File: src/rtl/bcd_display_pkg.sv
// Shared types and segment patterns for the two-digit BCD scan driver.
// Segment bit order is {g,f,e,d,c,b,a}, active-high.
package bcd_display_pkg;

  typedef enum logic [1:0] {
    S_UNITS = 2'd0,
    S_GAP_U = 2'd1,
    S_TENS  = 2'd2,
    S_GAP_T = 2'd3
  } state_t;

  typedef struct packed {
    logic       err;
    logic [3:0] tens;
    logic [3:0] units;
  } disp_t;

  localparam logic [6:0] SEG_0     = 7'h3F;
  localparam logic [6:0] SEG_1     = 7'h06;
  localparam logic [6:0] SEG_2     = 7'h5B;
  localparam logic [6:0] SEG_3     = 7'h4F;
  localparam logic [6:0] SEG_4     = 7'h66;
  localparam logic [6:0] SEG_5     = 7'h6D;
  localparam logic [6:0] SEG_6     = 7'h7D;
  localparam logic [6:0] SEG_7     = 7'h07;
  localparam logic [6:0] SEG_8     = 7'h7F;
  localparam logic [6:0] SEG_9     = 7'h6F;
  localparam logic [6:0] SEG_E     = 7'h79;
  localparam logic [6:0] SEG_R     = 7'h50;
  localparam logic [6:0] SEG_DASH  = 7'h40;
  localparam logic [6:0] SEG_BLANK = 7'h00;

endpackage

File: src/rtl/bcd_to_7seg.sv
// Combinational BCD nibble to seven-segment pattern; non-decimal nibbles
// show a dash so a corrupted product is visible rather than misleading.
module bcd_to_7seg
  import bcd_display_pkg::*;
(
  input  logic [3:0] nibble,
  output logic [6:0] pattern
);

  // Nibble lookup
  always_comb begin
    pattern = SEG_DASH;
    case (nibble)
      4'd0:    pattern = SEG_0;
      4'd1:    pattern = SEG_1;
      4'd2:    pattern = SEG_2;
      4'd3:    pattern = SEG_3;
      4'd4:    pattern = SEG_4;
      4'd5:    pattern = SEG_5;
      4'd6:    pattern = SEG_6;
      4'd7:    pattern = SEG_7;
      4'd8:    pattern = SEG_8;
      4'd9:    pattern = SEG_9;
      default: pattern = SEG_DASH;
    endcase
  end

endmodule

File: src/rtl/bcd_display_scan.sv
// Two-digit multiplexed seven-segment driver with blanking gaps and blinking "Er".
// Optional macro LEADING_ZERO_BLANK_EN blanks a leading zero in the tens slot.
module bcd_display_scan
  import bcd_display_pkg::*;
#(
  parameter int unsigned CLK_DIV   = 1000,
  parameter int unsigned BLINK_DIV = 256
) (
  input  logic       clk,
  input  logic       reset_n,
  input  logic       load,
  input  logic [7:0] bcd_in,
  input  logic       error_in,
  output logic [6:0] seg,
  output logic [1:0] an
);

  localparam int PW = $clog2(CLK_DIV);
  localparam int FW = (BLINK_DIV > 1) ? $clog2(BLINK_DIV) : 1;
  localparam logic [PW-1:0] PRESC_LAST = PW'(CLK_DIV - 1);
  localparam logic [FW-1:0] FRAME_LAST = FW'(BLINK_DIV - 1);
  localparam logic [PW-1:0] PRESC_ZERO = {PW{1'b0}};
  localparam logic [FW-1:0] FRAME_ZERO = {FW{1'b0}};

  state_t        state_r, state_s;
  logic [PW-1:0] presc_r, presc_s;
  logic [FW-1:0] frame_r, frame_s;
  logic          phase_r, phase_s;
  disp_t         pending_r, display_r, display_s;
  logic [6:0]    seg_r, seg_s;
  logic [1:0]    an_r, an_s;
  logic          frame_start_s;
  logic [3:0]    nibble_s;
  logic [6:0]    digit_s;

  // Scan sequencing: digit slots timed by the prescaler, gaps last one cycle
  always_comb begin
    state_s       = state_r;
    presc_s       = presc_r;
    frame_start_s = 1'b0;
    case (state_r)
      S_UNITS: begin
        if (presc_r == PRESC_LAST) begin
          state_s = S_GAP_U;
          presc_s = PRESC_ZERO;
        end else begin
          presc_s = presc_r + PW'(1'b1);
        end
      end
      S_GAP_U: begin
        state_s = S_TENS;
        presc_s = PRESC_ZERO;
      end
      S_TENS: begin
        if (presc_r == PRESC_LAST) begin
          state_s = S_GAP_T;
          presc_s = PRESC_ZERO;
        end else begin
          presc_s = presc_r + PW'(1'b1);
        end
      end
      S_GAP_T: begin
        state_s       = S_UNITS;
        presc_s       = PRESC_ZERO;
        frame_start_s = 1'b1;
      end
      default: begin
        state_s = S_GAP_T;
        presc_s = PRESC_ZERO;
      end
    endcase
  end

  // Frame-boundary update of the shown value and blink phase (a fresh error restarts visible)
  always_comb begin
    display_s = display_r;
    frame_s   = frame_r;
    phase_s   = phase_r;
    if (frame_start_s) begin
      if (load) begin
        display_s = {error_in, bcd_in};
      end else begin
        display_s = pending_r;
      end
      if (!display_s.err || !display_r.err) begin
        frame_s = FRAME_ZERO;
        phase_s = 1'b1;
      end else if (frame_r == FRAME_LAST) begin
        frame_s = FRAME_ZERO;
        phase_s = ~phase_r;
      end else begin
        frame_s = frame_r + FW'(1'b1);
      end
    end else begin
      display_s = display_r;
    end
  end

  assign nibble_s = (state_s == S_TENS) ? display_s.tens : display_s.units;

  bcd_to_7seg u_dec (
    .nibble  (nibble_s),
    .pattern (digit_s)
  );

  // Output pattern for the state being entered, so seg/an update on that edge
  always_comb begin
    seg_s = SEG_BLANK;
    an_s  = 2'b00;
    case (state_s)
      S_UNITS: begin
        an_s = 2'b01;
        if (display_s.err) begin
          seg_s = phase_s ? SEG_R : SEG_BLANK;
        end else begin
          seg_s = digit_s;
        end
      end
      S_TENS: begin
        an_s = 2'b10;
        if (display_s.err) begin
          seg_s = phase_s ? SEG_E : SEG_BLANK;
        end else begin
`ifdef LEADING_ZERO_BLANK_EN
          if (display_s.tens == 4'd0) begin
            seg_s = SEG_BLANK;
          end else begin
            seg_s = digit_s;
          end
`else
          seg_s = digit_s;
`endif
        end
      end
      S_GAP_U, S_GAP_T: begin
        seg_s = SEG_BLANK;
        an_s  = 2'b00;
      end
      default: begin
        seg_s = SEG_BLANK;
        an_s  = 2'b00;
      end
    endcase
  end

  // State, counters, captured values and registered outputs
  always_ff @(posedge clk or negedge reset_n) begin
    if (!reset_n) begin
      state_r   <= S_GAP_T;
      presc_r   <= PRESC_ZERO;
      frame_r   <= FRAME_ZERO;
      phase_r   <= 1'b1;
      pending_r <= 9'h000;
      display_r <= 9'h000;
      seg_r     <= SEG_BLANK;
      an_r      <= 2'b00;
    end else begin
      state_r   <= state_s;
      presc_r   <= presc_s;
      frame_r   <= frame_s;
      phase_r   <= phase_s;
      display_r <= display_s;
      seg_r     <= seg_s;
      an_r      <= an_s;
      if (load) begin
        pending_r <= {error_in, bcd_in};
      end else begin
        pending_r <= pending_r;
      end
    end
  end

  assign seg = seg_r;
  assign an  = an_r;

endmodule

File: config.mk
export PLATFORM = sky130hd
export DESIGN_NAME = bcd_display_scan
export DESIGN_NICKNAME = d
export VERILOG_FILES = /design/src/rtl/bcd_display_pkg.sv /design/src/rtl/bcd_to_7seg.sv /design/src/rtl/bcd_display_scan.sv
export SDC_FILE = /design/constraint.sdc
export NUM_CORES = 1
export LEC_CHECK = 0
export BUFFER_PORTS_ARGS = -buffer_cell sky130_fd_sc_hd__buf_2
export CAP_MARGIN = 20
export CORE_UTILIZATION = 50
export CTS_BUF_LIST = sky130_fd_sc_hd__clkbuf_8
export DETAILED_ROUTE_END_ITERATION = 7
export PLACE_DENSITY = 0.68
export SYNTH_ARGS = -nofsm -noshare
export SYNTH_HDL_FRONTEND = slang
export SYNTH_HIERARCHICAL = 1
export SYNTH_SLANG_ARGS = --single-unit
File: constraint.sdc
create_clock -name clk -period 6.4 [get_ports clk]
set_clock_uncertainty 0.15 [all_clocks]
set_input_delay 1.28 -clock clk [delete_from_list [all_inputs] [get_ports clk]]
set_output_delay 1.28 -clock clk [all_outputs]
set_load 0.02 [all_outputs]
==> results.toml, run 1 <==
[synth]
avgSynthCellArea_um2 = 10.69
synth_sequential_area_ratio = 0.5125
netlist.top_cell.by_area = "sky130_fd_sc_hd__dfrtp_1"
synth-edff-count = 0
yosys.cell_types.count = 41
ys_top_cells_by_area = "sky130_fd_sc_hd__dfrtp_1 48%, sky130_fd_sc_hd__ha_1 6.4%, sky130_fd_sc_hd__nor2_1 4.9%"
post_synth_instance_area_um2 = 2351
yosys_warnings = 6
dominantRegCellSynth = "sky130_fd_sc_hd__dfrtp_1"
synth_cells = 220
synth.net_count = 244
post_synthesis_sequential_element_count = 48
postSynth.asyncResetShare = 1.000
netlist.area_leader.share = 0.4790

[timing]
setup_tns_ns = 0
final.setup.worst_slack_ns = 3.152
max_freq_mhz = 307.9
rsz_0062_raised_after_global_routing = "no"
period_minus_slack_ns = 3.248
tightestPinTransition_ns = 0.9935
final-hold-violation-count = 0
post_route_clock_period_utilization = 0.5075
timing_max_transition_violations_final = 0
timing.slew.headroom = 0.3377
finalHoldWorstSlack_ns = 0.3085
number_of_endpoints_failing_setup_at_the_final_stage = 0

[finish]
area_delta_synth_final_pct = 11.87
fraction_of_layout_cells_with_a_size_suffix_above_1 = 0.1728
num_antenna_cells = 0
num-nets-final = 266
fillers = 372
final_core_utilization = 0.5918

[clocking]
tritoncts_clock_tree = "done"
number_of_gates_resized_after_cts = 0
cts.clk_slew.worst_paths_ns = 0.08
clkLatencyLatePin_ns = 0.30
cts_made_buffers = 5
clock_sink_count = 48
cts_hold_buf = 0
root_buffer = "sky130_fd_sc_hd__clkbuf_8"
setup_repair_bufs_after_cts = 0
htree_levels = 2
clk_path_buf_depth = 2

[worst_setup_path]
critical_path_class = "reg -> reg"
critical_path_buf_inv_count = 2
worst_path_largest_cell_delay_ns = 0.63
type_of_element_capturing_the_critical_path = "register"
cpMaxStageDelayCell = "sky130_fd_sc_hd__o41ai_4"
cp_top_family = "compound AO/OA/AOI/OAI gates"
cp.arrival_ns = 3.27
path_cells = "ha_1 -> nor2_1 -> o41ai_4 -> nand2b_4 -> mux2_4 -> inv_1 -> ha_1 -> inv_1 -> o22ai_1 -> nor2_1 -> a311oi_1"
critPathMaxFanout = 10
launching_element_type_of_the_critical_path = "register"
crit_required_ns = 6.42

[pwr]
switching_share = 0.1932
power_density_nw_per_um2 = 221.9
vdd.ir_drop.worst_mv = 0.1503
share_clk_of_total_power = 0.432
p_switching_w = 0.0001128
finalPower_w = 0.0005837
leakage_nw = 1.294
power_frac_comb = 0.036
cell_internal_pwr_w = 0.0004709
power_frac_seq = 0.532

[floorplan]
core_region_area_um2 = 4444
io-pin-count = 21
die_ar_um2 = 4980
starting_density_of_the_core = 0.5290
die-width_um = 70.57
floorplan.die.height_um = 70.57
rows = 24

[detailed_routing]
final_routed_wirelength_across_all_metal_layers_mm = 4.033
wl_per_cell_um = 13.67
antenna_left = 0
dr.first_iter.drc_count = 138
firstDrtPassIters = 6
drcViolationCount = 4
route.vias.total = 1557
drt-vias-per-instance = 5.278

[place]
numPortBuffers = 20
hpwlAfterDp_mm = 2.674
routabilityCongestion = 0.8057
dp_worst_setup_slack_ns = 2.958

[global_route]
grt_pass1_wl_mm = 6.768
grt_util_all_layers = 0.1729
grt_max_degree = 49
antenna_violations_before_repair = 0
overflow = 0
vias_in_the_first_global_route = 1507

[flow_run]
drv_cap = 0

[outcome]
outcome = "finished with violations"
violations_in_the_final_reports = "design-rule violations"

[worst_hold_path]
timing.hold.worst.class = "reg -> reg"
worst reg2reg max path: cells and delay by family, from the launching register on:
family / cells / cell delay, ns
compound gates: 3 / 1.11
flops: 1 / 0.55
simple gates: 3 / 0.44
mux: 1 / 0.36
fa+ha+maj: 2 / 0.34
buf+inv: 2 / 0.17
power by group through the flow:
stage                     Clock [W]  Sequential [W]  Combinational (W)
after floorplan                   0        0.000316         0.00000910
after global placement            0        0.000316          0.0000198
after detailed placement          0        0.000316          0.0000203
after CTS                  0.000259        0.000310          0.0000204
after global routing       0.000268        0.000311          0.0000248
final                      0.000252        0.000310          0.0000213
final timing paths:
path	startpoint	to	slack, ns	cells past startpoint
min in group asynchronous	reset_n	presc_r[6]	0.65	1
max in group asynchronous	reset_n	state_r[0]	4.94	2
setup / recovery	state_r[1]	seg[4]	3.15	11
setup reg to reg	state_r[1]	seg[4]	3.15	11
hold / removal	presc_r[0]	presc_r[0]	0.31	1
hold reg to reg	presc_r[0]	presc_r[0]	0.31	1
per-layer routing:
layer  vias to the layer above  share of wire  global-route usage
met3                         5          0.034             0.04274
met1                       744           0.52              0.2491
li1                        780              -                   -
met5                         -              0                   0
met4                         0         0.0079             0.04000
met2                        28           0.43              0.2675
Yosys cell counts, types with 2 or more instances:
library cell / instances
sky130_fd_sc_hd__a21o_1: 3
sky130_fd_sc_hd__a21oi_1: 13
sky130_fd_sc_hd__a311oi_1: 2
sky130_fd_sc_hd__and4_1: 2
sky130_fd_sc_hd__buf_6: 2
sky130_fd_sc_hd__clkbuf_1: 3
sky130_fd_sc_hd__dfrtp_1: 45
sky130_fd_sc_hd__dfstp_2: 3
sky130_fd_sc_hd__ha_1: 12
sky130_fd_sc_hd__inv_1: 21
sky130_fd_sc_hd__mux2_4: 5
sky130_fd_sc_hd__mux2i_1: 10
sky130_fd_sc_hd__nand2_1: 9
sky130_fd_sc_hd__nand3_1: 6
sky130_fd_sc_hd__nand4_1: 3
sky130_fd_sc_hd__nor2_1: 31
sky130_fd_sc_hd__nor3_1: 5
sky130_fd_sc_hd__nor3b_1: 2
sky130_fd_sc_hd__o21ai_0: 8
sky130_fd_sc_hd__o22ai_1: 3
sky130_fd_sc_hd__xnor2_1: 7
sky130_fd_sc_hd__xor2_1: 6
cells by family (layout without fill, tap and decap cells):
| logic type | count (synthesis) | after routing | synth area share |
|---|---|---|---|
| simple gates | 68 | 68 | 0.1448 |
| compound gates | 37 | 37 | 0.1059 |
| buf+inv | 27 | 50 | 0.05003 |
| fa+ha+maj | 12 | 12 | 0.06386 |
| mux | 15 | 15 | 0.07451 |
| flops | 48 | 48 | 0.5125 |
| xor+xnor | 13 | 13 | 0.04843 |
layout by cell type (no fill, tap or decap), types with 2 or more instances in the layout:
cell and count:
sky130_fd_sc_hd__a21o_1 3, sky130_fd_sc_hd__a21oi_1 13, sky130_fd_sc_hd__a311oi_1 2, sky130_fd_sc_hd__and4_1 2, sky130_fd_sc_hd__buf_2 20, sky130_fd_sc_hd__bufinv_16 2
sky130_fd_sc_hd__clkbuf_8 5, sky130_fd_sc_hd__dfrtp_1 45, sky130_fd_sc_hd__dfstp_2 3, sky130_fd_sc_hd__ha_1 12, sky130_fd_sc_hd__inv_1 22, sky130_fd_sc_hd__mux2_4 5
sky130_fd_sc_hd__mux2i_1 10, sky130_fd_sc_hd__nand2_1 9, sky130_fd_sc_hd__nand3_1 6, sky130_fd_sc_hd__nand4_1 3, sky130_fd_sc_hd__nor2_1 31, sky130_fd_sc_hd__nor3_1 5
sky130_fd_sc_hd__nor3b_1 2, sky130_fd_sc_hd__o21ai_0 8, sky130_fd_sc_hd__o22ai_1 3, sky130_fd_sc_hd__xnor2_1 7, sky130_fd_sc_hd__xor2_1 6
state kept, by name, summed over array words and instances (netlist names):
register	cells
seg	7
phase_r	1
an	2
pending_r	9
state_r	2
presc_r	10
frame_r	8
display_r	9
through the flow:
step / instances / area [um2]
final: 295 / 2630
after global routing: 295 / 2630
after floorplan: 220 / 2351
after global placement: 286 / 2477
after CTS: 294 / 2610
after detailed placement: 286 / 2477
area by class of cell:
type                       instances  area (um2)  area share
sequential                        48        1205      0.4581
multi-input combinational        145        1028      0.3911
timing repair buffer              21       120.1     0.04567
inverter                          21       78.83     0.02997
clock buffer                       5       68.82     0.02617
tap                               52       65.06     0.02474
clock inverter                     3       63.81     0.02426
No activity file was read; power rests on OpenSTA's default activity.
==> run 2, diff against run 1 <==
clock period = 3 ns   (was 6.4 ns; I/O delays follow)
==> run 2 against run 1 <==
Effect of this change: wire length rose by 2.8%; sequential power up 110%; the flow still finishes with violations (design-rule violations); largest cell class unchanged; critical endpoint unchanged; count of clock-buffer cells in the layout unchanged.
==> results.toml, run 2 (synthesis gave the netlist of run 1 again) <==
[flow_run]
drv_cap = 0

[finish]
reg_top3 = "presc_r: 10 flops, display_r: 9 flops, pending_r: 9 flops"
fillers = 383
layout.cells.non_filler = 300
num-nets-final = 271
max_flop_register = "presc_r"
num_antenna_cells = 0
final_cell_mix = "45 x sky130_fd_sc_hd__dfrtp_1, 31 x sky130_fd_sc_hd__nor2_1, 22 x sky130_fd_sc_hd__inv_1"
largest_register_ffs = 10
layout.cells.most_common = "sky130_fd_sc_hd__dfrtp_1"
final_cell_area_um2 = 2630
fraction_of_layout_cells_with_a_size_suffix_above_1 = 0.1895
area_delta_synth_final_pct = 11.87

[timing]
finalHoldWorstSlack_ns = 0.04322
timing_max_transition_violations_final = 0
post_route_clock_period_utilization = 0.9298
timing.slew.headroom = 0.5198
final-hold-violation-count = 0
setup_tns_ns = 0
tightestPinTransition_ns = 0.7159
rsz_0062_raised_after_global_routing = "no"
max_freq_mhz = 358.5
period_minus_slack_ns = 2.789
number_of_endpoints_failing_setup_at_the_final_stage = 0

[clocking]
clk_path_buf_depth = 2
htree_levels = 2
clock_sink_count = 48
clkLatencyLatePin_ns = 0.30
cts_made_buffers = 5
tritoncts_clock_tree = "done"
root_buffer = "sky130_fd_sc_hd__clkbuf_8"
cts.clk_slew.worst_paths_ns = 0.09

[detailed_routing]
dr.first_iter.drc_count = 156
drcViolationCount = 4
antenna_left = 0
final_routed_wirelength_across_all_metal_layers_mm = 4.145
route.vias.total = 1587
drt-vias-per-instance = 5.290
wl_per_cell_um = 13.82
firstDrtPassIters = 6

[floorplan]
floorplan.die.height_um = 70.57
die-width_um = 70.57
starting_density_of_the_core = 0.5290
io-pin-count = 21
rows = 24
core_region_area_um2 = 4444
die_ar_um2 = 4980

[global_route]
grt_max_degree = 21
antenna_violations_before_repair = 0
grt_util_all_layers = 0.1860
overflow = 0
grt-busiest-layer = "met2"
met3_usage = 0.05128
met2_usage = 0.2783
vias_in_the_first_global_route = 1546
grt_util_met1 = 0.2579
grt_pass1_wl_mm = 7.169

[place]
placed_area_um2 = 2522
routabilityCongestion = 0.7538
hpwlAfterDp_mm = 3.069
numPortBuffers = 20
placedCellCount = 292

[pwr]
leakage_nw = 1.305
vdd.ir_drop.worst_mv = 0.4260
power_density_nw_per_um2 = 440.3

[worst_setup_path]
critPathMaxFanout = 5
critical_path_class = "reg -> reg"
crit_required_ns = 3.04
cp_top_family = "compound AO/OA/AOI/OAI gates"
launching_element_type_of_the_critical_path = "register"
r2r_start = "state_r[1]"
critical_path_buf_inv_count = 2
cpMaxStageDelayCell = "sky130_fd_sc_hd__dfstp_2"
worst_path_largest_cell_delay_ns = 0.56
type_of_element_capturing_the_critical_path = "register"
regToRegEndpoint = "seg[4]"
cp.arrival_ns = 2.83
ff2ff_path_depth = 11
path_cells = "ha_1 -> nor2_1 -> o41ai_4 -> nand2b_4 -> mux2_4 -> inv_1 -> ha_1 -> inv_1 -> o22ai_1 -> nor2_1 -> a311oi_1"
ff2ff_setup_slack_ns = 0.21

[outcome]
outcome = "finished with violations"
violations_in_the_final_reports = "design-rule violations"

[worst_hold_path]
timing.hold.worst.class = "in -> async"
run 2: what timing repair did:
| item | 4_1_cts | 5_1_grt |
|---|---|---|
| buffers inserted | 0 | 0 |
| endpoints found under the setup margin | 0 | 2 |
| hold buffers | 0 | 0 |
| gates resized for setup | 0 | 1 |
| hold endpoints to repair | 0 | 0 |
run 2: report_power, final:
part / total, W / switching (W) / internal [W]
registers: 0.000662 / 0.00000328 / 0.000659
logic: 0.0000454 / 0.0000285 / 0.0000169
clock network: 0.000451 / 0.000207 / 0.000244
run 2: metrics by stage:
stage,worst slack [ns],util,total power [W]
2_1_floorplan,0.2015,-,0.0006931
3_3_place_gp,0.2645,0.5676,0.0007205
3_5_place_dp,0.1490,0.5676,0.0007214
4_1_cts,0.07858,0.5918,0.001171
5_1_grt,0.001891,0.5918,0.001199
6_report,0.2106,0.5918,0.001158
run 2: routing by layer:
metal,up-vias,wire length [um]
met5,-,0
met4,0,85
met3,9,203
met2,34,1804
met1,747,2053
li1,797,-
run 2: how the worst max path moves through the flow:
stage	start	endpoint	slack, ns	cells after the start
2_1_floorplan	state_r[1]	seg[0]	0.20	10
3_3_place_gp	state_r[0]	seg[3]	0.26	11
3_5_place_dp	state_r[0]	seg[4]	0.15	12
4_1_cts	state_r[0]	seg[4]	0.08	12
5_1_grt	state_r[0]	seg[4]	0.002	12
6_report	state_r[1]	seg[4]	0.21	11
run 2: cell type report:
class	instances	area, um2	area share
clock buffers	5	68.82	0.02617
clock inverters	3	38.79	0.01475
inverters	21	78.83	0.02997
multi-input cells	145	1028	0.3911
flip-flops and latches	48	1205	0.4581
well taps	52	65.06	0.02474
repair buffers	26	145.1	0.05519
